File: src/rtl/mem_access_pkg.sv
// Shared encodings for the data-memory load/store initiator: access sizes,
// FSM states and the memory write/read strobe polarity.
package mem_access_pkg;

  localparam logic [1:0] SZ_BYTE = 2'b00;
  localparam logic [1:0] SZ_HALF = 2'b01;
  localparam logic [1:0] SZ_WORD = 2'b10;

  localparam logic MEM_WR = 1'b0;
  localparam logic MEM_RD = 1'b1;

  typedef enum logic [2:0] {
    ST_IDLE,
    ST_RD,
    ST_MERGE,
    ST_WR,
    ST_FIN
  } state_e;

  // The reserved size code 11 behaves as a word access.
  function automatic logic [1:0] norm_size(input logic [1:0] sz);
    return (sz == 2'b11) ? SZ_WORD : sz;
  endfunction

endpackage

File: src/rtl/lane_align.sv
// Big-endian lane steering for the 32-bit data memory: sub-word load extraction
// with sign/zero extension, and sub-word insertion for read-modify-write stores.
module lane_align
  import mem_access_pkg::*;
(
  input  logic [1:0]  size,
  input  logic        uns,
  input  logic [1:0]  off,
  input  logic [31:0] word_in,
  input  logic [31:0] ins_data,
  output logic [31:0] load_c,
  output logic [31:0] merge_c
);

  logic [4:0]  byte_sh;
  logic [4:0]  half_sh;
  logic [7:0]  byte_v;
  logic [15:0] half_v;

  // Offset 0 is the most significant lane, so the shift is (3 - off) bytes.
  assign byte_sh = {~off, 3'b000};
  assign half_sh = off[1] ? 5'd0 : 5'd16;
  assign byte_v  = 8'(word_in >> byte_sh);
  assign half_v  = 16'(word_in >> half_sh);

  always_comb begin
    load_c  = word_in;
    merge_c = ins_data;
    case (size)
      SZ_BYTE: begin
        load_c  = uns ? {24'h0, byte_v} : {{24{byte_v[7]}}, byte_v};
        merge_c = (word_in & ~(32'h0000_00FF << byte_sh)) |
                  ({24'h0, ins_data[7:0]} << byte_sh);
      end
      SZ_HALF: begin
        load_c  = uns ? {16'h0, half_v} : {{16{half_v[15]}}, half_v};
        merge_c = (word_in & ~(32'h0000_FFFF << half_sh)) |
                  ({16'h0, ins_data[15:0]} << half_sh);
      end
      default: begin
        load_c  = word_in;
        merge_c = ins_data;
      end
    endcase
  end

endmodule

File: src/rtl/mem_access_unit.sv
// Single-outstanding load/store initiator driving a word-organised data memory.
// Define MEM_ACCESS_ALIGN_CHECK_EN to fault misaligned half/word requests with err.
module mem_access_unit
  import mem_access_pkg::*;
#(
  parameter int unsigned data_WIDTH = 32,
  parameter int unsigned addr_WIDTH = 10
) (
  input  logic                  clk,
  input  logic                  rst,
  input  logic                  req,
  output logic                  ready,
  input  logic                  we,
  input  logic [1:0]            size,
  input  logic                  uns,
  input  logic [31:0]           addr,
  input  logic [31:0]           wdata,
  output logic [31:0]           rdata,
  output logic                  done,
  output logic                  err,
  output logic                  mem_cs,
  output logic                  mem_wr_rd,
  output logic [addr_WIDTH-1:0] mem_addr,
  output logic [data_WIDTH-1:0] mem_din,
  input  logic [data_WIDTH-1:0] mem_dout
);

  state_e                state_q, state_d;
  logic                  we_q, we_d;
  logic [1:0]            size_q, size_d;
  logic                  uns_q, uns_d;
  logic [1:0]            off_q, off_d;
  logic [addr_WIDTH-1:0] waddr_q, waddr_d;
  logic [31:0]           wdata_q, wdata_d;
  logic [31:0]           rdata_q, rdata_d;
  logic                  err_q, err_d;
  logic                  rd_wait_q, rd_wait_d;

  logic [1:0]  size_n;
  logic        misalign;
  logic [1:0]  off_fix;
  logic [31:0] load_c;
  logic [31:0] merge_c;
  logic        unused_addr_c;

  assign unused_addr_c = ^addr[31:addr_WIDTH+2];

  lane_align u_lane_align (
    .size     (size_q),
    .uns      (uns_q),
    .off      (off_q),
    .word_in  (32'(mem_dout)),
    .ins_data (wdata_q),
    .load_c   (load_c),
    .merge_c  (merge_c)
  );

  always_comb begin
    size_n = norm_size(size);
`ifdef MEM_ACCESS_ALIGN_CHECK_EN
    misalign = ((size_n == SZ_HALF) && addr[0]) ||
               ((size_n == SZ_WORD) && (addr[1:0] != 2'b00));
`else
    misalign = 1'b0;
`endif
    // Without the alignment check, offending low offset bits are dropped.
    case (size_n)
      SZ_BYTE: off_fix = addr[1:0];
      SZ_HALF: off_fix = {addr[1], 1'b0};
      default: off_fix = 2'b00;
    endcase
  end

  always_comb begin
    state_d   = state_q;
    we_d      = we_q;
    size_d    = size_q;
    uns_d     = uns_q;
    off_d     = off_q;
    waddr_d   = waddr_q;
    wdata_d   = wdata_q;
    rdata_d   = rdata_q;
    err_d     = err_q;
    rd_wait_d = rd_wait_q;
    case (state_q)
      ST_IDLE: begin
        if (req) begin
          we_d      = we;
          size_d    = size_n;
          uns_d     = uns;
          off_d     = off_fix;
          waddr_d   = addr[addr_WIDTH+1:2];
          wdata_d   = wdata;
          err_d     = misalign;
          rd_wait_d = 1'b0;
          if (misalign)                    state_d = ST_FIN;
          else if (we && size_n == SZ_WORD) state_d = ST_WR;
          else                             state_d = ST_RD;
        end
      end
      // Loads hold RD one extra cycle so the registered memory output settles.
      ST_RD: begin
        if (we_q) begin
          state_d = ST_MERGE;
        end else if (!rd_wait_q) begin
          rd_wait_d = 1'b1;
        end else begin
          rdata_d = load_c;
          state_d = ST_FIN;
        end
      end
      ST_MERGE: state_d = ST_FIN;
      ST_WR:    state_d = ST_FIN;
      ST_FIN:   state_d = ST_IDLE;
      default:  state_d = ST_IDLE;
    endcase
  end

  always_ff @(posedge clk or posedge rst) begin
    if (rst) begin
      state_q   <= ST_IDLE;
      we_q      <= 1'b0;
      size_q    <= SZ_BYTE;
      uns_q     <= 1'b0;
      off_q     <= 2'b00;
      waddr_q   <= '0;
      wdata_q   <= '0;
      rdata_q   <= '0;
      err_q     <= 1'b0;
      rd_wait_q <= 1'b0;
    end else begin
      state_q   <= state_d;
      we_q      <= we_d;
      size_q    <= size_d;
      uns_q     <= uns_d;
      off_q     <= off_d;
      waddr_q   <= waddr_d;
      wdata_q   <= wdata_d;
      rdata_q   <= rdata_d;
      err_q     <= err_d;
      rd_wait_q <= rd_wait_d;
    end
  end

  // Memory port decodes only from the state register; MERGE data is combinational.
  assign ready     = (state_q == ST_IDLE) && !rst;
  assign done      = (state_q == ST_FIN);
  assign err       = done && err_q;
  assign rdata     = rdata_q;
  assign mem_cs    = (state_q == ST_RD) || (state_q == ST_MERGE) || (state_q == ST_WR);
  assign mem_wr_rd = ((state_q == ST_MERGE) || (state_q == ST_WR)) ? MEM_WR : MEM_RD;
  assign mem_addr  = waddr_q;
  assign mem_din   = (state_q == ST_MERGE) ? data_WIDTH'(merge_c) :
                     (state_q == ST_WR)    ? data_WIDTH'(wdata_q) : '0;

endmodule

File: config.mk
export PLATFORM = sky130hd
export DESIGN_NAME = mem_access_unit
export DESIGN_NICKNAME = d
export VERILOG_FILES = /design/src/rtl/mem_access_pkg.sv /design/src/rtl/lane_align.sv /design/src/rtl/mem_access_unit.sv
export SDC_FILE = /design/constraint.sdc
export NUM_CORES = 1
export LEC_CHECK = 0
export ABC_AREA = 0
export CAP_MARGIN = 15
export CORE_MARGIN = 10
export CORE_UTILIZATION = 40
export DETAILED_ROUTE_END_ITERATION = 10
export PLACE_DENSITY = 0.78
export SLEW_MARGIN = 10
export SYNTH_ARGS = -nofsm -noshare
export SYNTH_HDL_FRONTEND = slang
export SYNTH_SLANG_ARGS = --single-unit
File: constraint.sdc
create_clock -name clk -period 2.55 [get_ports clk]
set_input_delay 0.3825 -clock clk [delete_from_list [all_inputs] [get_ports clk]]
set_output_delay 0.3825 -clock clk [all_outputs]
set_load 0.005 [all_outputs]
==> key figures, run 1 <==
Outcome
  • Status: completed

Placed design
  • Dpl ws: 0.1728 ns
  • Area post-placement: 0.006379 mm2
  • DPL Wire Length: 12440 um
  • Port bufs: 160
  • GP Congestion: 0.9142
  • Placed insts: 743

Yosys
  • Area contributors post-synth: dfrtp_1 46%, mux2_2 10%, nand2_1 4.3%
  • Dominant cell type by area after synthesis: dfrtp_1
  • Mapped Area: 0.004569 mm2
  • Ys Warns: 0
  • #FFs+latches synth: 84
  • Syn Inst Count: 456
  • Synth cell types: 45
  • Synth top area share: 0.4600
  • Synth Net Count: 559
  • Seq/Total Area, Yosys: 0.4600
  • Syn Area/Cell: 10.02 um2

Power and ir drop
  • Internal cell power: 0.005360 W
  • Switching power of the nets: 0.003290 W
  • Sw frac: 0.3803
  • Combinational Power Share: 0.551
  • Clock Power Share: 0.148
  • Seq pwr share: 0.301
  • VDD IR max: 583.7 uV
  • PwrDens: 1261 mW/mm2
  • Static Leakage: 2.980 nW

Critical path
  • Setup crit end kind: primary output
  • CP Launch Type: register
  • Worst-path cell chain: o21bai_2 > buf_6 > mux2i_1 > a211oi_1 > clkdlybuf4s50_1
  • Data arrival time of the critical path: 2.10 ns
  • CP max stage delay: 0.56 ns
  • Slowest cell on crit path: clkdlybuf4s50_1
  • Setup CP Type: reg2out
  • Crit path required time: 2.17 ns
  • Max FO, Critical Path: 11

Routing
  • # DRC: 0
  • Antenna viol nets, final: 0
  • Detailed Route WL: 16240 um
  • Vias: 4437
  • Routed wire per std cell: 21.18 um
  • Vias per inst: 5.785
  • DRT Pass-1 Iters: 7
  • Initial DRC count: 269

Finish
  • # nets final: 725
  • Fillcell total: 926
  • Post-Layout Inst Area: 0.006859 mm2
  • Commonest non-fill, non-tap cell in the layout: clkdlybuf4s50_1
  • Finished Layout Cells: 767
  • Share of cells above drive strength 1: 0.1962
  • Most frequent cells in the layout: 148 x clkdlybuf4s50_1, 80 x dfrtp_1, 50 x nand2_1
  • N_diodes: 0
  • Syn-to-layout area delta: 50.11%

Die
  • Initial Util: 0.4142
  • I/O pin total: 182
  • Die X: 126.9 um
  • Die Y: 126.9 um
  • Core Region: 0.01103 mm2
  • DIE AREA: 0.01610 mm2
  • Row count: 38

Clock network
  • CTS root buffer: clkbuf_16
  • CTS clk-pin slew, worst paths: 0.06 ns
  • Clock sinks: 84
  • CTS max path bufs: 2
  • Worst-Skew Late Latency: 0.35 ns
  • CTS H-tree depth: 3
  • TritonCTS clock tree: yes
  • Clock buffer count from CTS: 9

Global route
  • Remaining global-route overflow: 0
  • First-pass GRT wire length: 25390 um
  • Tot GR Track Use: 0.1960
  • Initial antenna violation count: 0
  • Largest net degree at the start of global routing: 85
  • Vias in the first global route: 4482

STA
  • Final period util: 0.9721
  • Slew Limit Fails: 0
  • Actual slew at the worst max-slew pin: 0.6084 ns
  • Final setup vio count: 0
  • Worst setup margin: 0.07107 ns
  • Final min period: 2.479 ns
  • Unrepaired setup endpoints after global routing: yes
  • Fmax: 403.4 MHz
  • Skew final: 0.006890 ns
  • Slew HR: 0.5934
  • Final hold vios: 0

Worst hold path
  • Hold Crit Class: in2async

Run
  • Max Cap Viol: 0
## state kept, by name, indices dropped and copies added (netlist names)
name,cells
rdata,32
wdata_q,32
mem_addr,10
state_q,3
off_q,2
size_q,2
rd_wait_q,1
uns_q,1
we_q,1
## final timing paths
check                                       start                      to  slack (ns)  cells past startpoint
min                                           rst  wdata_q[9]$_DFFE_PP0P_        0.47                      3
max reg2reg                state_q[0]$_DFFE_PP0P_   rdata[26]$_DFFE_PP0P_        0.52                      5
min reg2reg                  rdata[1]$_DFFE_PP0P_    rdata[1]$_DFFE_PP0P_        0.48                      2
min in group clk             rdata[1]$_DFFE_PP0P_    rdata[1]$_DFFE_PP0P_        0.48                      2
max in group asynchronous                     rst   rdata[13]$_DFFE_PP0P_        1.69                      3
max                          off_q[1]$_DFFE_PP0P_             mem_din[18]        0.07                      5
## worst max-delay path, delay by kind of cell, from the launching register on
family                 cells  cell delay (ns)
AO/OA/AOI/OAI              2             0.46
multiplexers               1             0.12
flip-flops                 1             0.45
buffers and inverters      2             0.72
## power by group through the flow
| stage | clock network, W | registers [W] | logic, W |
|---|---|---|---|
| 2_1_floorplan | 0 | 0.00241 | 0.00255 |
| 3_3_place_gp | 0 | 0.00256 | 0.00438 |
| 3_5_place_dp | 0 | 0.00260 | 0.00447 |
| 4_1_cts | 0.00129 | 0.00259 | 0.00460 |
| 5_1_grt | 0.00134 | 0.00269 | 0.00517 |
| 6_report | 0.00128 | 0.00260 | 0.00476 |
## Yosys cell counts (all sizes together)
library cell  number
nor3               5
o22a               8
o2bb2ai            7
mux2              45
a211oi             9
a21oi             35
mux4               2
and2               3
mux2i             17
o22ai              8
a22oi             24
nor2              40
o21ai             29
a21o               1
dfrtp             84
nor4b              1
a31o               1
nor4               1
nand3b             2
and3b              1
a2bb2oi            7
a31oi              2
buf               25
nand3              3
nand2             52
a22o               8
nand2b             2
conb               1
a221oi             1
inv                5
a32o               7
o21bai             1
nor2b              4
or3                1
clkbuf            14
## metal layers
metal / wire (um) / global-route usage / vias up
met1: 6423 / 0.2366 / 2151
met4: 544 / 0.08908 / 0
met3: 1501 / 0.05498 / 37
met2: 7773 / 0.3174 / 238
li1: - / - / 2011
met5: 0 / 0 / -
## through the flow
step	TNS, ns	utilization	total power, W	hold slack, ns
2_1_floorplan	0	-	0.004953	0.4525
3_3_place_gp	0	0.5783	0.006935	0.4668
3_5_place_dp	0	0.5783	0.007074	0.4760
4_1_cts	0	0.6100	0.008485	0.4891
5_1_grt	-0.05178	0.6218	0.009207	0.5150
6_report	0	0.6218	0.008650	0.4746
## kinds of logic after synthesis
kind of cell | share of synthesized area
AO/OA/AOI/OAI | 0.2229
AND/OR/NAND/NOR | 0.1128
flip-flops | 0.4600
multiplexers | 0.1580
buffers and inverters | 0.04545
other | 0.0008207
## layout make-up
| class | count | area (um2) | area share |
|---|---|---|---|
| clock inverters | 5 | 52.55 | 0.007661 |
| inverters | 5 | 22.52 | 0.003283 |
| flip-flops and latches | 84 | 2107 | 0.3072 |
| clock buffers | 11 | 232.7 | 0.03393 |
| repair buffers | 194 | 1927 | 0.2809 |
| well taps | 140 | 175.2 | 0.02554 |
| multi-input cells | 328 | 2342 | 0.3415 |
## timing repair
action	in CTS	in global routing
pin swaps	2	1
buffers inserted	0	8
endpoints found under the setup margin	32	31
gates resized for setup	18	25
endpoints found under the hold margin	0	0
hold buffers	0	0
(Power assumes the default switching activity.)
==> run 2: changes to the inputs <==
--- a/config.mk
+++ b/config.mk
@@ -7,6 +7,7 @@
 export LEC_CHECK = 0
 export ABC_AREA = 0
 export CAP_MARGIN = 15
+export CORE_ASPECT_RATIO = 1.25
 export CORE_MARGIN = 10
 export CORE_UTILIZATION = 40
 export DETAILED_ROUTE_END_ITERATION = 10
==> run 2 against run 1 <==
Clock skew grew 0.0018 ns. Die area grew 0.16%. Utilization shrank 0.91 points. Sequential power is essentially flat. Global-route usage shrank 0.064 points. Cell count shrank 0.26%. Via count shrank 1.1%. Non-clock buffer count grew 4. First-iteration DRC count grew 57%. Highest routed layer unchanged. Fmax shrank 2.1%. Flip-flop and latch count is the same. Setup slack lost 0.054 ns.
==> key figures, run 2 (synthesis gave the netlist of run 1 again) <==
Die
  • I/O pin total: 182 (unchanged)
  • Die Y: 139.5 um (+9.9%)
  • Core Region: 0.01114 mm2 (+0.96%)
  • Initial Util: 0.4103 (-0.003956)
  • DIE AREA: 0.01612 mm2 (+0.16%)
  • Die X: 115.6 um (-8.9%)
  • Row count: 43 (+13%)

Routing
  • # DRC: 0 (unchanged)
  • Antenna viol nets, final: 0 (unchanged)
  • Routed wire per std cell: 20.93 um (-1.2%)
  • DRT Pass-1 Iters: 5 (-2)
  • Initial DRC count: 422 (+57%)
  • Vias per inst: 5.735 (-0.87%)
  • Vias: 4387 (-1.1%)
  • Detailed Route WL: 16010 um (-1.4%)

Critical path
  • CP most frequent cell: buf_6
  • Max FO, Critical Path: 14 (+3)
  • Top cell family by delay on the critical path: buffers and inverters
  • CP max stage delay: 0.46 ns (-0.10 ns)
  • Worst-case reg-to-reg path depth: 5 (unchanged)
  • Worst-path cell chain: buf_6 > nor2_1 > buf_6 > a22o_1 > a22oi_1 > a21oi_2 > clkdlybuf4s50_1
  • Stages on worst setup path: 7 (+2)
  • R2R Path Start: off_q[1]$_DFFE_PP0P_
  • Setup CP Type: reg2out
  • Worst Setup SP: size_q[0]$_DFFE_PP0P_
  • Data arrival time of the critical path: 2.15 ns (+0.05 ns)
  • Buf/Inv on CP: 3 (+1)
  • Setup crit end kind: primary output
  • CP Launch Type: register
  • Crit path required time: 2.17 ns (about the same)
  • Slowest cell on crit path: clkdlybuf4s50_1

Placed design
  • DPL Wire Length: 12520 um (+0.67%)
  • Dpl ws: 0.1687 ns (-0.004140 ns)
  • GP Congestion: 0.9113 (-0.32%)
  • Port bufs: 160 (unchanged)

Global route
  • Vias in the first global route: 4437 (-1.0%)
  • Initial antenna violation count: 1 (+1)
  • Tot GR Track Use: 0.1953 (-0.0006353)
  • Largest net degree at the start of global routing: 48 (-44%)
  • First-pass GRT wire length: 24760 um (-2.5%)
  • Remaining global-route overflow: 0 (unchanged)

STA
  • Slew HR: 0.5583 (-0.03508)
  • Actual slew at the worst max-slew pin: 0.6618 ns (+0.05332 ns)
  • Worst setup margin: 0.01708 ns (-0.05400 ns)
  • Final min period: 2.533 ns (+0.05400 ns)
  • Unrepaired setup endpoints after global routing: yes
  • Slew Limit Fails: 0 (unchanged)
  • Fmax: 394.8 MHz (-2.1%)
  • Skew final: 0.008716 ns (+0.001826 ns)
  • Hold slack: 0.4720 ns (-0.002603 ns)
  • Final period util: 0.9933 (+0.02118)
  • Final setup vio count: 0 (unchanged)
  • Final hold vios: 0 (unchanged)

Power and ir drop
  • Static Leakage: 2.936 nW (-1.5%)
  • VDD IR max: 640.3 uV (+9.7%)
  • PwrDens: 1236 mW/mm2 (-2.0%)
  • Total Power: 0.008434 W (-2.5%)

Clock network
  • Worst-Skew Late Latency: 0.34 ns (about the same)
  • TritonCTS clock tree: yes
  • CTS max path bufs: 2 (unchanged)
  • CTS H-tree depth: 3 (unchanged)
  • Clock buffer count from CTS: 9 (unchanged)
  • CTS root buffer: clkbuf_16
  • CTS clk-pin slew, worst paths: 0.06 ns (about the same)
  • Clock sinks: 84 (unchanged)

Finish
  • Most frequent cells in the layout: 147 x clkdlybuf4s50_1, 81 x dfrtp_1, 50 x nand2_1
  • Final core occ: 0.6127 (-0.009084)
  • Syn-to-layout area delta: 49.34%
  • Share of cells above drive strength 1: 0.1860 (-0.01016)
  • # nets final: 729 (+0.55%)
  • Commonest non-fill, non-tap cell in the layout: clkdlybuf4s50_1
  • Fillcell total: 907 (-2.1%)

Run
  • Max Cap Viol: 0 (unchanged)

Outcome
  • Status: completed

Worst hold path
  • Hold Crit Class: in2async
[run 2: stage by stage]
stage	instance area, um2	setup TNS, ns	std cells
floorplan	4569	0	456
global placement	6425	0	745
detailed placement	6425	0	745
CTS	6763	-0.002115	764
global route	6824	-0.07242	765
finish	6824	0	765
[run 2: layout make-up]
class                      count  area, um2  share of cell area
antenna                        1      2.502           0.0003667
clock buffer                  11      232.7             0.03410
tap                          135      168.9             0.02475
multi-input combinational    328       2306              0.3379
clock inverter                 3      40.04            0.005867
inverter                       5      27.53            0.004034
sequential                    84       2106              0.3086
timing repair buffer         198       1941              0.2844
[run 2: repair_timing]
action	CTS	global route
pin swaps	5	2
setup endpoints to repair	32	25
setup buffers	5	0
resized for setup	20	17
hold buffers	0	0
[run 2: final timing paths]
path,to,slack (ns)
min in group clk,rdata[2]$_DFFE_PP0P_,0.48
hold reg to reg,rdata[2]$_DFFE_PP0P_,0.48
setup reg to reg,rdata[28]$_DFFE_PP0P_,0.50
max in group asynchronous,rdata[12]$_DFFE_PP0P_,1.32
setup / recovery,mem_din[29],0.02
hold / removal,we_q$_DFFE_PP0P_,0.47
[run 2: report_power, final]
part           internal, W  total, W  switching, W
sequential         0.00202   0.00258      0.000556
combinational      0.00249   0.00462       0.00213
clock             0.000745   0.00124      0.000495
total              0.00526   0.00843       0.00318
[run 2: layer usage]
metal,up-vias,global-route usage,part of all wire
met4,0,0.09291,0.037
met1,2115,0.2337,0.39
li1,2019,-,-
met5,-,0,0
met3,46,0.03484,0.067
met2,207,0.3277,0.50
